<file path="config.mk">
export PLATFORM = sky130hd
export DESIGN_NAME = brent_kung_5bit
export DESIGN_NICKNAME = d
export VERILOG_FILES = /design/src/rtl/brent_kung_5bit_pkg.sv /design/src/rtl/brent_kung_5bit_prefix_cell.sv /design/src/rtl/brent_kung_5bit.sv
export SDC_FILE = /design/constraint.sdc
export NUM_CORES = 1
export LEC_CHECK = 0
export BUFFER_PORTS_ARGS = -buffer_cell sky130_fd_sc_hd__buf_2
export CAP_MARGIN = 0
export CORE_AREA = 2 2 39 41
export DETAILED_ROUTE_END_ITERATION = 12
export DIE_AREA = 0 0 41 43
export HOLD_SLACK_MARGIN = 0.05
export MAX_ROUTING_LAYER = met4
export PLACE_DENSITY = 0.68
export SLEW_MARGIN = 5
export SYNTH_ARGS = -nofsm -noshare
export SYNTH_HDL_FRONTEND = slang
export SYNTH_SLANG_ARGS = --single-unit
</file>
<file path="constraint.sdc">
create_clock -name clk -period 2.01 [get_ports clk]
set_input_delay 0.402 -clock clk [delete_from_list [all_inputs] [get_ports clk]]
set_output_delay 0.402 -clock clk [all_outputs]
set_load 0.01 [all_outputs]
</file>
<file path="src/rtl/brent_kung_5bit_pkg.sv">
// brent_kung_pkg: shared width, operand type and prefix-cell functions for the 5-bit Brent-Kung adder
package brent_kung_pkg;
  localparam int BK_WIDTH = 5;
  typedef logic [BK_WIDTH-1:0] bk_operand_t;
  function automatic logic bk_g(input logic g_hi, input logic p_hi, input logic g_lo);
    return g_hi | (p_hi & g_lo);
  endfunction
  function automatic logic bk_p(input logic p_hi, input logic p_lo);
    return p_hi & p_lo;
  endfunction
endpackage

</file>
<file path="src/rtl/brent_kung_5bit_prefix_cell.sv">
// bk_prefix_cell: black prefix cell; leave p_out unloaded where only a gray cell is needed
module bk_prefix_cell
  import brent_kung_pkg::*;
(
  input  logic g_hi,
  input  logic p_hi,
  input  logic g_lo,
  input  logic p_lo,
  output logic g_out,
  output logic p_out
);
  assign g_out = bk_g(g_hi, p_hi, g_lo);
  assign p_out = bk_p(p_hi, p_lo);
endmodule

</file>
<file path="src/rtl/brent_kung_5bit.sv">
// brent_kung_5bit: two-stage pipelined 5-bit Brent-Kung adder; optional carry-in via BRENT_KUNG_5BIT_CIN_EN
module brent_kung_5bit
  import brent_kung_pkg::*;
(
  input  logic                clk,
  input  logic                rst_n,
  input  logic [BK_WIDTH-1:0] a_in,
  input  logic [BK_WIDTH-1:0] b_in,
`ifdef BRENT_KUNG_5BIT_CIN_EN
  input  logic                cin,
`endif
  output logic [BK_WIDTH-1:0] sum_out,
  output logic                cout_out
);
  bk_operand_t a_q, b_q, sum_q, sum_d, g, p, c;
  logic cout_q, cout_d, c0, g10, p10, g32, p32, g30, p30, g20, p20, g40, p40, unused_p;
`ifdef BRENT_KUNG_5BIT_CIN_EN
  logic cin_q;
  // stage 1: carry-in travels with its operands
  always_ff @(posedge clk or negedge rst_n)
    cin_q <= !rst_n ? 1'b0 : cin;
  assign c0 = cin_q;
`else
  assign c0 = 1'b0;
`endif
  // stage 1: operand capture
  always_ff @(posedge clk or negedge rst_n)
    if (!rst_n) {a_q, b_q} <= '0;
    else {a_q, b_q} <= {a_in, b_in};
  assign g = a_q & b_q;
  assign p = a_q ^ b_q;
  // up-sweep
  bk_prefix_cell u_10 (.g_hi(g[1]), .p_hi(p[1]), .g_lo(bk_g(g[0], p[0], c0)), .p_lo(p[0]), .g_out(g10), .p_out(p10));
  bk_prefix_cell u_32 (.g_hi(g[3]), .p_hi(p[3]), .g_lo(g[2]), .p_lo(p[2]), .g_out(g32), .p_out(p32));
  bk_prefix_cell u_30 (.g_hi(g32), .p_hi(p32), .g_lo(g10), .p_lo(p10), .g_out(g30), .p_out(p30));
  // down-sweep
  bk_prefix_cell u_20 (.g_hi(g[2]), .p_hi(p[2]), .g_lo(g10), .p_lo(p10), .g_out(g20), .p_out(p20));
  bk_prefix_cell u_40 (.g_hi(g[4]), .p_hi(p[4]), .g_lo(g30), .p_lo(p30), .g_out(g40), .p_out(p40));
  assign unused_p = ^{p20, p40};
  assign c = {g30, g20, g10, bk_g(g[0], p[0], c0), c0};
  assign sum_d = p ^ c;
  assign cout_d = g40;
  // stage 2: result register
  always_ff @(posedge clk or negedge rst_n)
    if (!rst_n) {cout_q, sum_q} <= '0;
    else {cout_q, sum_q} <= {cout_d, sum_d};
  assign sum_out = sum_q;
  assign cout_out = cout_q;
endmodule

</file>
==> results of run 1 <==
==> worst max-delay path, delay by kind of cell (launching register included) <==
kind / cells / cell delay (ns)
flops: 1 / 0.35
buf+inv: 2 / 0.09
compound gates: 1 / 0.21
fa+ha+maj: 3 / 1.01
==> flip-flops by register name, indices dropped and copies added (netlist names) <==
signal and flops:
a_q 5, b_q 5, cout_out 1, sum_out 5
==> cells in the mapped netlist <==
cell type  count
nand2_1        1
xnor2_1        1
dfrtp_1       16
fa_1           3
o21a_1         1
inv_1         11
a21oi_1        1
ha_1           3
==> stage by stage <==
step           instance area (µm²)  util, %  hold WS [ns]
2_1_floorplan                  564        -         0.106
3_3_place_gp                   669     48.4         0.323
3_5_place_dp                   669     48.4         0.332
4_1_cts                        716     51.7         0.214
5_1_grt                        716     51.7         0.198
6_report                       716     51.7         0.222
==> how the worst min path moves through the flow <==
stage	from	end	slack [ns]	cells past startpoint
finish	a_in[1]	a_q[1]	0.22	1
global placement	rst_n	sum_out[2]	0.32	1
global route	b_in[2]	b_q[2]	0.20	1
CTS	a_in[3]	a_q[3]	0.21	1
detailed placement	rst_n	sum_out[1]	0.33	1
floorplan	rst_n	a_q[0]	0.11	0
==> timing repair <==
| action | CTS | global route |
|---|---|---|
| buffers inserted | 0 | 0 |
| hold endpoints to repair | 16 | 0 |
| hold buffers | 1 | 0 |
==> layout make-up <==
type                            instances  area share, %
Sequential cell                        16           55.9
Multi-Input combinational cell         10           17.1
Clock buffer                            4           5.07
Inverter                               11           5.77
Timing Repair Buffer                   18           13.3
Tap cell                               16           2.80
==> routing by layer <==
metal,track usage (%),vias to the layer above
met1,12.9,149
li1,-,150
met2,17.5,12
met5,-,-
met4,6.00,0
met3,4.71,0
==> power by group through the flow <==
stage	Combinational [µW]	Sequential [µW]	Clock, µW
final	80.2	358	206
after global routing	94.4	362	232
after CTS	83.0	359	213
after detailed placement	81.3	365	0
after global placement	78.3	364	0
after floorplan	29.2	375	0
==> cell families (layout without fill, tap and decap cells) <==
kind of cell	count (synthesis)	in the layout
DFF	16	16
buffers and inverters	11	33
xor gates and xnor gates	1	1
AOI/OAI and AO/OA	2	2
adders and majority gates	6	6
and+or+nand+nor	1	1
==> results.md, run 1 <==
* Outcome: complete, no violations
* CP max-delay cell: fa_1
* Multi-input logic area at 123 µm²
* Worst-path clk slew at 0.09 ns
* CP Capture Type: register
* Vias in the first global route at 324
* Setup TNS at 0 ns
* Final total power at between 600 and 700 µW
* DR pass1 iterations at 2
* Final WL at 737 µm
* Cells along the critical path: ha_1, inv_1, fa_1, o21a_1, fa_1, inv_1
* Dpl cells at 70
* Die W at 41 µm
* Clk pwr share at 32.0%
* M1 WL at about 260 µm
* CP Data Required Time at 2.19 ns
* Post-DR vias/cell at 4.15
* Port Buffers at 17
* Post-place setup slack at 0.254 ns
* Final WS setup at ~0.27 ns
* Crit-path max FO at 2
* Worst Skew at 0.000769 ns
* Max-cap viol count at 0
* H-tree level count at 1
* Routed Antenna Nets at 0
* Die Span Y at 43 µm
* Via count at 311
* Top cell type's share of synthesized area at 71.0%
* Period minus WS final at approximately 1.7 ns
* Max IR drop VDD at 0.425 mV
* Seq pwr share at between 50% and 60%
* Post-cts resize count at 0
* CP Capture Point: sum_out[4]
* Internal Power at 498 µW
* Initial DRC Count at 2
* Ant. Diodes at 0
* DR WL met3 at 49 µm
* Commonest non-fill, non-tap cell in the layout: buf_2
* Slew headroom at 77.1%
* Mapped cell area at 564 µm²
* GRT Resource Usage Total at 11.7%
* Seq/Total Area, Yosys at 71.0%
* Final nets at slightly below 80
* R2R setup slack at 0.27 ns
* F_max at between 500 and 600 MHz
* Initial Utilization at 40.8%
* Leak at 0.000387 µW
* CP Data Arrival Time at 1.93 ns
* Layout cells sized above 1 at 35.6%
* Logic gate share of total power at 12.5%
* Most frequent cells in the layout: buf_2, dfrtp_1, inv_1
* RSZ-0062 raised after global routing: false
* Post-Layout Cell Count at 75
* Tightest Hold Check Type: input pin to register
* Storage element area at 400 µm²
* Largest cells by area after synthesis: dfrtp_1, fa_1, inv_1
* # DRC at 0
* Largest net degree at the start of global routing at 17
* Synth Area in Adders at between 15 and 20%
* CTS Buf Count at 3
* GRT overflow at 0
* DR top layer: met3
* Reg-to-Reg End: sum_out[4]
* Post-synth cell types at 8
* Synthesized flop and latch total at 16
* Initial antenna violation count at 0
* Fill cells at 126
* Clock Latency Late Sink at 0.28 ns
* Pins Over Slew Limit at 0
* Syn avg cell area at 15.3 µm²
* First-pass GRT wire length at approximately 1300 µm
* DR WL/cell at 9.83 µm
* Die area at 1760 µm²
* Worst-case reg-to-reg path depth at 6
* Synth Area in Compound Gates at 2.22%
* YS warnings at 0
* CTS tree: yes
* Largest family of logic cells by synthesized area: adder cells
* # setup viols final at 0
* Switching share of power at 22.8%
* Clk buf depth at 2
* Syn Inst Count at 37
* Crit start category: register
* Ports at 18
* XOR/XNOR Fraction of Synth Area at 1.55%
* Core box area at 1380 µm²
* Hold Vio Cnt, Final at 0
* Pwr dens at 900 nW/µm²
* Slew @ Worst Pin at roughly 0.34 ns
* Clock sink total at 16
* Root buffer cell: clkbuf_4
* Switching Power at 147 µW
* DPL Wire Length at slightly below 600 µm
* Post-synthesis mux area share at 0%
* Simple-Gate Fraction of Synth Area at 0.665%
* Worst setup path class: register to register
* Rows at 14
* Syn nets at 55
* Fin crit share at 86.7%
* Max incr delay on CP at between 0.4 and 0.5 ns
* Met2 WL at 424 µm
* Synth area leader: dfrtp_1
* Area Overhead vs Synth at 26.8%
* Final Wtd Congestion at 0.680
* Worst reg2reg startpoint: a_q[0]
* Worst setup path start: a_q[0]
Power figures use the tool's default switching activity.
==> run 2, diff against run 1 <==
--- a/config.mk
+++ b/config.mk
@@ -7,9 +7,9 @@
 export LEC_CHECK = 0
 export BUFFER_PORTS_ARGS = -buffer_cell sky130_fd_sc_hd__buf_2
 export CAP_MARGIN = 0
-export CORE_AREA = 2 2 39 41
+export CORE_AREA = 8 8 45 47
 export DETAILED_ROUTE_END_ITERATION = 12
-export DIE_AREA = 0 0 41 43
+export DIE_AREA = 0 0 53 55
 export HOLD_SLACK_MARGIN = 0.05
 export MAX_ROUTING_LAYER = met4
 export PLACE_DENSITY = 0.68
==> run 2 against run 1 <==
Against the previous run:
- register-to-register slack about the same
- sequential cell count unchanged
- largest power group unchanged
- global-route usage down 4.9 points
- largest cell class unchanged
- maximum frequency up 0.10%
- die area up 65%
- clock-buffer cell count unchanged
- critical endpoint unchanged
==> results.md, run 2 (synthesis gave the netlist of run 1 again) <==
* Outcome: complete, no violations
* CTS Buf Count at 3 (unchanged)
* Initial DRC Count at 3 (+1)
* CP Data Required Time at 2.20 ns (about the same)
* Reg-to-Reg End: sum_out[4]
* Worst-path clk slew at 0.09 ns (about the same)
* Die W at 53 µm (+29%)
* Routed Antenna Nets at 0 (unchanged)
* Clk pwr share at 32.4% (+0.4 points)
* Clk buf depth at 2 (unchanged)
* Clock sink total at 16 (unchanged)
* Worst-case reg-to-reg path depth at 6 (unchanged)
* Area Overhead vs Synth at 26.8% (unchanged)
* First-pass GRT wire length at 1310 µm (+2.2%)
* Post-DR vias/cell at 4.28 (+3.2%)
* Worst setup path start: a_q[0]
* Period minus WS final at 1.74 ns (-0.00179 ns)
* Internal Power at 498 µW (+0.11%)
* Vias in the first global route at 335 (+3.4%)
* Slew @ Worst Pin at 0.347 ns (+0.00410 ns)
* Port Buffers at 17 (unchanged)
* Max IR drop VDD at 0.432 mV (+1.6%)
* Logic gate share of total power at 12.4% (about the same)
* Worst reg2reg startpoint: a_q[0]
* RSZ-0062 raised after global routing: false
* Final nets at 78 (unchanged)
* # DRC at 0 (unchanged)
* Max-cap viol count at 0 (unchanged)
* Die area at 2920 µm² (+65%)
* Post-place setup slack at 0.267 ns (+0.0123 ns)
* Rows at 14 (unchanged)
* CP Capture Type: register
* Crit start category: register
* Pins Over Slew Limit at 0 (unchanged)
* DR pass1 iterations at 2 (unchanged)
* Hold Vio Cnt, Final at 0 (unchanged)
* Layout cells sized above 1 at 35.6% (unchanged)
* Crit-path max FO at 2 (unchanged)
* DPL Wire Length at 630 µm (+7.6%)
* Setup TNS at 0 ns (unchanged)
* H-tree level count at 1 (unchanged)
* Final Wtd Congestion at 0.698 (+2.8%)
* Final WL at 804 µm (+9.1%)
* # setup viols final at 0 (unchanged)
* Pwr dens at 905 nW/µm² (+0.52%)
* Fill cells at 129 (+2.4%)
* Leak at 0.000387 µW (unchanged)
* Initial Utilization at 40.8% (unchanged)
* CTS tree: yes
* Ant. Diodes at 0 (unchanged)
* Clock Latency Late Sink at 0.29 ns (about the same)
* Post-cts resize count at 0 (unchanged)
* Commonest non-fill, non-tap cell in the layout: buf_2
* Largest net degree at the start of global routing at 17 (unchanged)
* Switching Power at 150 µW (+1.9%)
* Slew headroom at 76.9% (-0.27 points)
* Core box area at 1380 µm² (unchanged)
* Seq pwr share at 55.2% (-0.3 points)
* GRT Resource Usage Total at 6.79% (-4.9 points)
* Die Span Y at 55 µm (+28%)
* Switching share of power at 23.1% (+0.31 points)
* Initial antenna violation count at 0 (unchanged)
* Final WS setup at 0.269 ns (+0.00179 ns)
* Root buffer cell: clkbuf_4
* Most frequent cells in the layout: buf_2, dfrtp_1, inv_1
* Tightest Hold Check Type: input pin to register
* DR WL/cell at 10.7 µm (+9.1%)
* F_max at 574 MHz (+0.10%)
* R2R setup slack at 0.27 ns (about the same)
* Worst setup path class: register to register
* CP Capture Point: sum_out[4]
* Ports at 18 (unchanged)
* Storage element area at 400 µm² (unchanged)
* Worst Skew at 0.00527 ns (+0.00450 ns)
* GRT overflow at 0 (unchanged)
* Via count at 321 (+3.2%)
* Fin crit share at 86.6% (-0.089 points)
* Multi-input logic area at 123 µm² (unchanged)
* CP Data Arrival Time at 1.93 ns (about the same)
-- run 2: cell counts in the layout (fill, tap and decap cells not counted) --
Identical to the previous run, type by type.
-- run 2: how the worst min path moves through the flow --
stage	start	endpoint	slack (ns)	cells past startpoint
after floorplan	rst_n	a_q[0]	0.11	0
after global placement	rst_n	sum_out[2]	0.32	1
after detailed placement	rst_n	sum_out[3]	0.33	1
after CTS	a_in[3]	a_q[3]	0.20	1
after global routing	a_in[4]	a_q[4]	0.19	1
final	a_in[1]	a_q[1]	0.21	1
-- run 2: per-layer routing --
metal / vias to the layer above / wire [µm] / track usage, % / part of all wire, %
met4: 0 / 29 / 6.47 / 3.6
met2: 13 / 396 / 9.77 / 49
met5: - / 0 / - / 0
met1: 156 / 296 / 6.44 / 37
met3: 3 / 80 / 3.48 / 10
li1: 149 / - / - / -
-- run 2: repair_timing --
| action | CTS | global route |
|---|---|---|
| buffers inserted | 0 | 0 |
| hold endpoints to repair | 16 | 0 |
| hold buffers | 1 | 0 |
-- run 2: through the flow --
| stage | area (µm²) | utilization [%] | std cells | hold WS [ns] | power, µW |
|---|---|---|---|---|---|
| after floorplan | 564 | - | 37 | 0.106 | 404 |
| after global placement | 669 | 48.4 | 70 | 0.323 | 444 |
| after detailed placement | 669 | 48.4 | 70 | 0.327 | 447 |
| after CTS | 716 | 51.7 | 75 | 0.204 | 657 |
| after global routing | 716 | 51.7 | 75 | 0.189 | 688 |
| final | 716 | 51.7 | 75 | 0.211 | 648 |
-- run 2: final cells by class --
cell class                      instances  share of cell area [%]
Clock buffer                            4                    5.07
Inverter                               11                    5.77
Multi-Input combinational cell         10                    17.1
Sequential cell                        16                    55.9
Tap cell                               16                    2.80
Timing Repair Buffer                   18                    13.3
-- run 2: power groups by stage --
| stage | clock network (µW) | logic, µW | registers [µW] |
|---|---|---|---|
| floorplan | 0 | 29.2 | 375 |
| global placement | 0 | 80.1 | 364 |
| detailed placement | 0 | 81.8 | 365 |
| CTS | 216 | 83.4 | 358 |
| global route | 232 | 93.1 | 362 |
| finish | 210 | 80.5 | 358 |
-- run 2: critical path: stages, from the launching register on --
cell and delay, ns:
dfrtp_1 0.34, ha_1 0.14, inv_1 0.04, fa_1 0.39
o21a_1 0.21, fa_1 0.48, inv_1 0.04
==> run 3, diff against run 2 <==
--- a/config.mk
+++ b/config.mk
@@ -5,6 +5,7 @@
 export SDC_FILE = /design/constraint.sdc
 export NUM_CORES = 1
 export LEC_CHECK = 0
+export ABC_AREA = 1
 export BUFFER_PORTS_ARGS = -buffer_cell sky130_fd_sc_hd__buf_2
 export CAP_MARGIN = 0
 export CORE_AREA = 8 8 45 47
@@ -12,7 +13,7 @@
 export DIE_AREA = 0 0 53 55
 export HOLD_SLACK_MARGIN = 0.05
 export MAX_ROUTING_LAYER = met4
-export PLACE_DENSITY = 0.68
+export PLACE_DENSITY = 0.69
 export SLEW_MARGIN = 5
 export SYNTH_ARGS = -nofsm -noshare
 export SYNTH_HDL_FRONTEND = slang
==> run 3 against run 2 <==
Against the previous run:
- non-clock buffer count stayed put
- clock skew is 0.0036 ns lower
- first-iteration DRC count is 33% lower
- sequential cell count stayed put
- cell area is 1.2% higher
- sequential share of layout area is 0.68 points lower
- critical path depth is 3 higher
- critical endpoint unchanged
- cell count is 4.0% higher
- clock power is 2% lower
- synthesized cell count is 8.1% higher
- utilization is 0.63 points higher
- clock-buffer cell count stayed put
==> results.md, run 3 <==
* Outcome: complete, no violations
* Final nets at 81 (+3.8%)
* Worst Skew at 0.00162 ns (-0.00364 ns)
* GRT met3 Usage at 4.81% (+1.3 points)
* Initial Utilization at 41.4% (+0.63 points)
* Fin crit share at 88.5% (+1.9 points)
* Most frequent cells in the layout: buf_2, dfrtp_1, inv_1
* Mapped cell area at 573 µm² (+1.6%)
* Tightest Hold Check Type: input pin to register
* Syn Inst Count at 40 (+8.1%)
* Largest net degree at the start of global routing at 17 (unchanged)
* Clk buf depth at 2 (unchanged)
* Post-synth top flop: dfrtp_1
* Layout cells sized above 1 at 33.9% (-1.7 points)
* Met2 usage at 12.5% (+2.7 points)
* Crit start category: register
* Slew headroom at 77.2% (+0.35 points)
* Post-Layout Cell Count at 78 (+4.0%)
* RSZ-0062 raised after global routing: false
* Hold Vio Cnt, Final at 0 (unchanged)
* Largest cells by area after synthesis: dfrtp_1, fa_1, inv_1
* Top cell type's share of synthesized area at 69.9% (-1.1 points)
* Synth area leader: dfrtp_1
* CTS Buf Count at 3 (unchanged)
* Worst-path clk slew at 0.09 ns (about the same)
* GRT Resource Usage Total at 7.97% (+1.2 points)
* Clock sink total at 16 (unchanged)
* DR pass1 iterations at 3 (+1)
* Commonest cells in the netlist: dfrtp_1, inv_1, fa_1, ha_1, nand2_1
* Syn avg cell area at 14.3 µm² (-6.1%)
* Rows at 14 (unchanged)
* Die area at 2920 µm² (unchanged)
* CP Data Required Time at 2.20 ns (about the same)
* Seq/Total Area, Yosys at 69.9% (-1.1 points)
* Slew @ Worst Pin at 0.342 ns (-0.00518 ns)
* Commonest non-fill, non-tap cell in the layout: buf_2
* Final Wtd Congestion at 0.763 (+9.2%)
* Number of enable flip-flop cells after synthesis at 0 (unchanged)
* Max-cap viol count at 0 (unchanged)
* Post-cts resize count at 0 (unchanged)
* H-tree level count at 1 (unchanged)
* Period minus WS final at 1.78 ns (+0.0379 ns)
* Dpl cells at 73 (+4.3%)
* Root buffer cell: clkbuf_4
* Ports at 18 (unchanged)
* Leak at 0.000401 µW (+3.6%)
* Port Buffers at 17 (unchanged)
* DPL Wire Length at 681 µm (+8.1%)
* CP Capture Type: register
* Final WL at 858 µm (+6.7%)
* Initial DRC Count at 2 (-1)
* Clock Latency Late Sink at 0.28 ns (about the same)
* Initial antenna violation count at 0 (unchanged)
* DR WL/cell at 11.0 µm (+2.6%)
* YS warnings at 0 (unchanged)
* Via count at 316 (-1.6%)
* Crit-path max FO at 2 (unchanged)
* Ant. Diodes at 0 (unchanged)
* Worst setup path class: register to register
* Gr busiest metal: met2
* GRT overflow at 0 (unchanged)
* Die Span Y at 55 µm (unchanged)
* Post-DR vias/cell at 4.05 (-5.3%)
* Number of setup buffers added after CTS at 0 (unchanged)
* Share of synthesized registers carrying an async set or reset at 100% (unchanged)
* Core box area at 1380 µm² (unchanged)
* First-pass GRT wire length at 1520 µm (+16%)
* Setup TNS at 0 ns (unchanged)
* Vias in the first global route at 362 (+8.1%)
* Synthesized flop and latch total at 16 (unchanged)
* Met1 GRT Util at 6.71% (+0.27 points)
* CP Data Arrival Time at 1.97 ns (+0.04 ns)
* Post-synth cell types at 8 (unchanged)
* Area Overhead vs Synth at 26.4%
* Max IR drop VDD at 0.446 mV (+3.3%)
* Pins Over Slew Limit at 0 (unchanged)
* # setup viols final at 0 (unchanged)
* Routed Antenna Nets at 0 (unchanged)
* CTS tree: yes
* # DRC at 0 (unchanged)
* Die W at 53 µm (unchanged)
* F_max at 562 MHz (-2.1%)
* Pwr dens at 891 nW/µm² (-1.6%)
* Syn nets at 58 (+5.5%)
* Most numerous cell in the Yosys netlist: dfrtp_1
==> run 3: changes by cell type after synthesis <==
cell	change
nand2_1	+2
nor2_1	+1
or2_1	+1
o21a_1	-1
a21oi_1	-1
inv_1	+1
==> run 3: metal layers <==
layer,part of all wire (%),up-vias
met2,51,13
met3,11,0
met1,38,148
met4,0,0
met5,0,-
li1,-,155
==> run 3: per-stage QoR <==
| step | total power (µW) | hold WS (ns) | util [%] | setup WS [ns] | area, µm² |
|---|---|---|---|---|---|
| floorplan | 406 | 0.106 | - | 0.342 | 573 |
| global placement | 445 | 0.323 | 49.0 | 0.284 | 678 |
| detailed placement | 449 | 0.327 | 49.0 | 0.229 | 678 |
| CTS | 666 | 0.196 | 52.4 | 0.204 | 724 |
| global route | 693 | 0.187 | 52.4 | 0.140 | 724 |
| finish | 645 | 0.218 | 52.4 | 0.231 | 724 |
==> run 3: cell families after synthesis <==
group / Yosys count / synth area share [%]
buffers and inverters: 12 / 7.86
and+or+nand+nor: 5 / 3.71
DFF: 16 / 69.9
xor gates and xnor gates: 1 / 1.53
adders and majority gates: 6 / 17.0
==> run 3: final timing paths <==
path / startpoint / endpoint / slack [ns] / cells after the start
max: a_q[0] / sum_out[4] / 0.23 / 9
max in group asynchronous: rst_n / a_q[3] / 1.21 / 2
min: b_in[1] / b_q[1] / 0.22 / 1
min in group asynchronous: rst_n / b_q[1] / 0.55 / 2
max reg2reg: a_q[0] / sum_out[4] / 0.23 / 9
min reg2reg: b_q[0] / sum_out[0] / 0.49 / 1
==> run 3: layout make-up <==
| cell class | instances | area, µm² |
|---|---|---|
| fill | 125 | 659 |
| multi-input combinational | 12 | 128 |
| tap | 16 | 20.0 |
| timing repair buffer | 18 | 95.1 |
| clock buffer | 4 | 36.3 |
| inverter | 12 | 45.0 |
| sequential | 16 | 400 |
==> run 3: critical path: stages (launching register included) <==
cell and delay [ns]:
dfrtp_1 0.34, ha_1 0.14, inv_1 0.05, fa_1 0.41, inv_1 0.07, nand2_1 0.04, nand2_1 0.05, nand2_1 0.06
fa_1 0.48, inv_1 0.04
==> run 3: what timing repair did <==
action	CTS	global route
hold buffers	1	0
endpoints found under the hold margin	16	0
endpoints found under the setup margin	0	0
==> run 3: power breakdown <==
group,switching [µW],total (µW),internal (µW)
clock,94.8,205,110
combinational,45.0,83.1,38.1
sequential,6.86,357,350
